==> src/rtl/uart_rx.sv <==
// 8N1 UART receiver: two-flop synchronised line, falling-edge start detection,
// mid-bit sampling, and a single-entry valid/ready holding register.
module uart_rx #(
    parameter int CLK_HZ    = 50_000_000,
    parameter int BAUD_RATE = 115_200
) (
    input  logic       clk,
    input  logic       rst,
    input  logic       rxd,
    input  logic       rx_ready,
    output logic       rx_valid,
    output logic [7:0] rx_data,
    output logic       frame_err,
    output logic       overrun,
    output logic       rx_busy
);

    localparam int C  = CLK_HZ / BAUD_RATE;
    localparam int H  = C / 2;
    localparam int TW = (C <= 2) ? 1 : $clog2(C);

    localparam logic [TW-1:0] HALF_LAST = TW'(H - 1);
    localparam logic [TW-1:0] BIT_LAST  = TW'(C - 1);

    typedef enum logic [1:0] {
        S_IDLE,
        S_START,
        S_DATA,
        S_STOP
    } state_t;

    state_t        state_q, state_d;
    logic [1:0]    sync_q, sync_d;
    logic          rxd_prev_q, rxd_prev_d;
    logic [TW-1:0] timer_q, timer_d;
    logic [2:0]    bit_cnt_q, bit_cnt_d;
    logic [7:0]    shift_q, shift_d;
    logic [7:0]    data_q, data_d;
    logic          valid_q, valid_d;
    logic          frame_err_q, frame_err_d;
    logic          overrun_q, overrun_d;
    logic          rxd_s;

    assign rxd_s = sync_q[1];

    always_comb begin
        state_d     = state_q;
        sync_d      = {sync_q[0], rxd};
        rxd_prev_d  = rxd_s;
        timer_d     = timer_q;
        bit_cnt_d   = bit_cnt_q;
        shift_d     = shift_q;
        data_d      = data_q;
        valid_d     = valid_q;
        frame_err_d = 1'b0;
        overrun_d   = 1'b0;

        if (valid_q && rx_ready) begin
            valid_d = 1'b0;
        end

        case (state_q)
            S_IDLE: begin
                timer_d   = '0;
                bit_cnt_d = '0;
                // Only a real high-to-low transition starts a frame, so a held break
                // cannot retrigger after its framing error.
                if (!rxd_s && rxd_prev_q) begin
                    state_d = S_START;
                end
            end
            S_START: begin
                if (timer_q == HALF_LAST) begin
                    timer_d = '0;
                    state_d = rxd_s ? S_IDLE : S_DATA;
                end else begin
                    timer_d = timer_q + 1'b1;
                end
            end
            S_DATA: begin
                if (timer_q == BIT_LAST) begin
                    timer_d   = '0;
                    shift_d   = {rxd_s, shift_q[7:1]};
                    bit_cnt_d = bit_cnt_q + 3'd1;
                    if (bit_cnt_q == 3'd7) begin
                        state_d = S_STOP;
                    end
                end else begin
                    timer_d = timer_q + 1'b1;
                end
            end
            S_STOP: begin
                if (timer_q == BIT_LAST) begin
                    timer_d = '0;
                    state_d = S_IDLE;
                    if (!rxd_s) begin
                        frame_err_d = 1'b1;
                    end else if (!valid_q || rx_ready) begin
                        data_d  = shift_q;
                        valid_d = 1'b1;
                    end else begin
                        overrun_d = 1'b1;
                    end
                end else begin
                    timer_d = timer_q + 1'b1;
                end
            end
            default: begin
                state_d = S_IDLE;
                timer_d = '0;
            end
        endcase
    end

    always_ff @(posedge clk or posedge rst) begin
        if (rst) begin
            state_q     <= S_IDLE;
            sync_q      <= 2'b11;
            rxd_prev_q  <= 1'b1;
            timer_q     <= '0;
            bit_cnt_q   <= '0;
            shift_q     <= '0;
            data_q      <= '0;
            valid_q     <= 1'b0;
            frame_err_q <= 1'b0;
            overrun_q   <= 1'b0;
        end else begin
            state_q     <= state_d;
            sync_q      <= sync_d;
            rxd_prev_q  <= rxd_prev_d;
            timer_q     <= timer_d;
            bit_cnt_q   <= bit_cnt_d;
            shift_q     <= shift_d;
            data_q      <= data_d;
            valid_q     <= valid_d;
            frame_err_q <= frame_err_d;
            overrun_q   <= overrun_d;
        end
    end

    assign rx_valid  = valid_q;
    assign rx_data   = data_q;
    assign frame_err = frame_err_q;
    assign overrun   = overrun_q;
    assign rx_busy   = (state_q != S_IDLE);

endmodule

==> config.mk <==
export PLATFORM = sky130hd
export DESIGN_NAME = uart_rx
export DESIGN_NICKNAME = d
export VERILOG_FILES = /design/src/rtl/uart_rx.sv
export SDC_FILE = /design/constraint.sdc
export NUM_CORES = 1
export LEC_CHECK = 0
export ABC_AREA = 1
export BUFFER_PORTS_ARGS = -buffer_cell sky130_fd_sc_hd__buf_2
export CORE_ASPECT_RATIO = 2
export CORE_MARGIN = 2
export CORE_UTILIZATION = 51
export DETAILED_ROUTE_END_ITERATION = 10
export HOLD_SLACK_MARGIN = 0.1
export PLACE_DENSITY = 0.73
export SYNTH_ARGS = -nofsm -noshare
export SYNTH_HDL_FRONTEND = slang
export SYNTH_SLANG_ARGS = --single-unit
==> constraint.sdc <==
create_clock -name clk -period 1.5 [get_ports clk]
set_input_delay 0.375 -clock clk [delete_from_list [all_inputs] [get_ports clk]]
set_output_delay 0.375 -clock clk [all_outputs]
set_load 0.005 [all_outputs]
==> metrics.yaml <==
status: "finished, violations left"
violations: "negative setup slack"
clk_latency_ns: 0.30
antenna_found_initial: 0
path_class: "reg -> reg"
initial_core_util_pct: 52.1
grt.overflow.total: 0
grt_max_degree: 37
ys_types: 23
path_max_fanout: 5
fmax_mhz: 626
drv_cap: 0
wl_per_cell_um: 14.8
setup_viol: 22
die_h_um: 83.9
first_pass_iters: 4
insertedDiodeCount: 0
rsz0062_at_grt: "yes"
slowest_stage: "dfrtp_1"
slew_headroom_pct: 75.1
synth_area_per_cell_um2: 9.29
finalPower_mw: 2.55
power_density_nw_per_um2: 1160
cp.arrival_ns: 1.81
timing.rr.start: "timer_q[1]$_DFF_PP0_"
ant_nets: 0
setup_tns_ns: -1.49
clock_skew_ns: 0.0179
cts_max_level: 2
drive_above_1_share_pct: 45.9
synth.yosys.seq_area_share_pct: 55.6
fin_crit_sh_pct: 106
r2r-end: "shift_q[5]$_DFFE_PP0P_"
ys_warn_count: 0
design.die.area_um2: 3680
die_w_um: 43.9
reg2reg_depth: 11
clockPowerShare_pct: 26.1
period_minus_slack_ns: 1.60
leakage_nw: 1.15
layout_commonest_cell: "dfrtp_1"
slowest_delay_ns: 0.40
p_comb_share_pct: 29.7
place_hpwl_um: 2310
placementRows: 29
nNetsFinal: 226
syn_to_final_growth_pct: 35.3
syn-instance-count: 175
grt_pass1_wl_um: 6330
p_switching_uw: 853
cts_tree: "yes"
drc_errors: 0
grt_pass1_vias: 1422
num_vias: 1308
ir_drop_v: 0.000867
startpoint: "timer_q[1]$_DFF_PP0_"
core_um2: 3120
hold_violations: 0
netlist_area_um2: 1630
mappedNetlistNets: 184
r2r_setup_slack_ns: -0.1
clk_pin_slew_ns: 0.08
hold_path.class: "in -> async"
hold_buffers: 0
io_pins: 16
routed_via_density: 5.25
drv_slew: 0
worst_slew_pin_slew_ns: 0.373
end_kind: "register"
clockBufferDepth: 2
seqPwrFrac_pct: 44.2
grt_usage_pct: 23.3
place_congestion: 0.859
cts_root_buf: "clkbuf_8"
fin_ws_ns: -0.0963
portBuffers: 15
routed_wl_um: 3690
cts_sinks: 36
synth-seq-cells: 36
p_int_mw: 1.69
switching_share_pct: 33.5
critPathRequiredTime_ns: 1.72
layout_common_cells: "33 x dfrtp_1, 23 x nand2_1, 22 x inv_1, 15 x nand2_2, 15 x buf_2"
pre_cts_ws_ns: -0.132
path_cells: "inv_2 > ha_4 > nand2_4 > nor2_4 > nand2_4 > buf_12 > nor2_4 > buf_6 > buf_12 > nand2_2 > o21ai_2"
startpoint_type: "register"
cts_buffers: 5
drt_iter0_drc: 21
-- cell type report --
class / instances / area (um^2)
Fill cell: 212 / 920
Sequential cell: 36 / 905
Multi-Input combinational cell: 109 / 764
Timing Repair Buffer: 36 / 300
Inverter: 29 / 111
Clock buffer: 7 / 76.3
Tap cell: 31 / 38.8
Clock inverter: 1 / 5.00
-- kinds of logic after synthesis --
logic type	share of synthesized area [%]
and+or+nand+nor	22.6
DFF	55.6
buffers and inverters	7.69
AOI/OAI and AO/OA	8.62
adders and majority gates	3.85
xor gates and xnor gates	1.62
-- worst max-delay path by stage --
stage          slack [ns]  cells after the start                endpoint
2_1_floorplan       0.006                     10  rx_data[1]$_DFFE_PP0P_
3_3_place_gp        -0.05                      9  rx_data[5]$_DFFE_PP0P_
3_5_place_dp        -0.13                      9  rx_data[5]$_DFFE_PP0P_
4_1_cts             -0.07                     10  rx_data[1]$_DFFE_PP0P_
5_1_grt             -0.17                     11  shift_q[1]$_DFFE_PP0P_
6_report             -0.1                     11  shift_q[5]$_DFFE_PP0P_
-- routing by layer --
metal / wire [um] / track usage (%) / vias to the layer above
met4: 124 / 11.3 / 0
met5: 0 / 0 / -
li1: - / - / 628
met1: 1270 / 24.4 / 637
met3: 120 / 4.76 / 11
met2: 2170 / 41.6 / 32
-- worst max-delay path, delay by kind of cell (launching register included) --
family | cells | cell delay [ns]
adders and majority gates | 1 | 0.13
and+or+nand+nor | 5 | 0.45
buffers and inverters | 4 | 0.48
AOI/OAI and AO/OA | 1 | 0.05
DFF | 1 | 0.40
-- synthesized netlist by cell type (all sizes together) --
cell type | instances | area [um^2]
xnor2 | 2 | 17.5
nor2 | 18 | 90.1
xor2 | 1 | 8.76
o21ai | 17 | 108
buf | 2 | 16.3
nor3 | 2 | 21.3
inv | 29 | 109
ha | 5 | 62.6
dfrtp | 33 | 826
nor3b | 1 | 7.51
a21oi | 3 | 15.0
a22o | 2 | 17.5
nand4 | 3 | 18.8
dfstp | 3 | 78.8
nand2 | 48 | 200
nand3 | 6 | 30.0
-- through the flow --
step,utilization (%),hold WS [ns],cell area (um^2),instances
global route,70.5,0.142,2200,249
global placement,58.7,0.347,1830,230
CTS,66.9,0.125,2090,249
floorplan,-,0.345,1630,175
detailed placement,58.7,0.348,1830,230
finish,70.5,0.114,2200,249
-- power by group through the flow --
stage	Combinational (mW)	Sequential [mW]	Clock (mW)
after floorplan	0.372	1.13	0
after global placement	0.560	1.13	0
after detailed placement	0.591	1.13	0
after CTS	0.662	1.12	0.678
after global routing	0.850	1.13	0.709
final	0.757	1.13	0.664
-- sequential cells by signal, summed over array words and instances, names as in the netlist, named ones only --
| name | count |
|---|---|
| shift_q | 8 |
| bit_cnt_q | 3 |
| state_q | 1 |
| rx_data | 8 |
| timer_q | 9 |
| overrun | 1 |
| sync_q | 2 |
| rx_valid | 1 |
| frame_err | 1 |
| rxd_prev_q | 1 |
-- repair_timing --
action / CTS / global route
endpoints found under the setup margin: 22 / 32
gates cloned: 2 / 0
setup buffers: 9 / 1
pin swaps: 6 / 6
gates resized for setup: 23 / 45
hold endpoints to repair: 0 / 0
No activity file was read; power rests on OpenSTA's default activity.
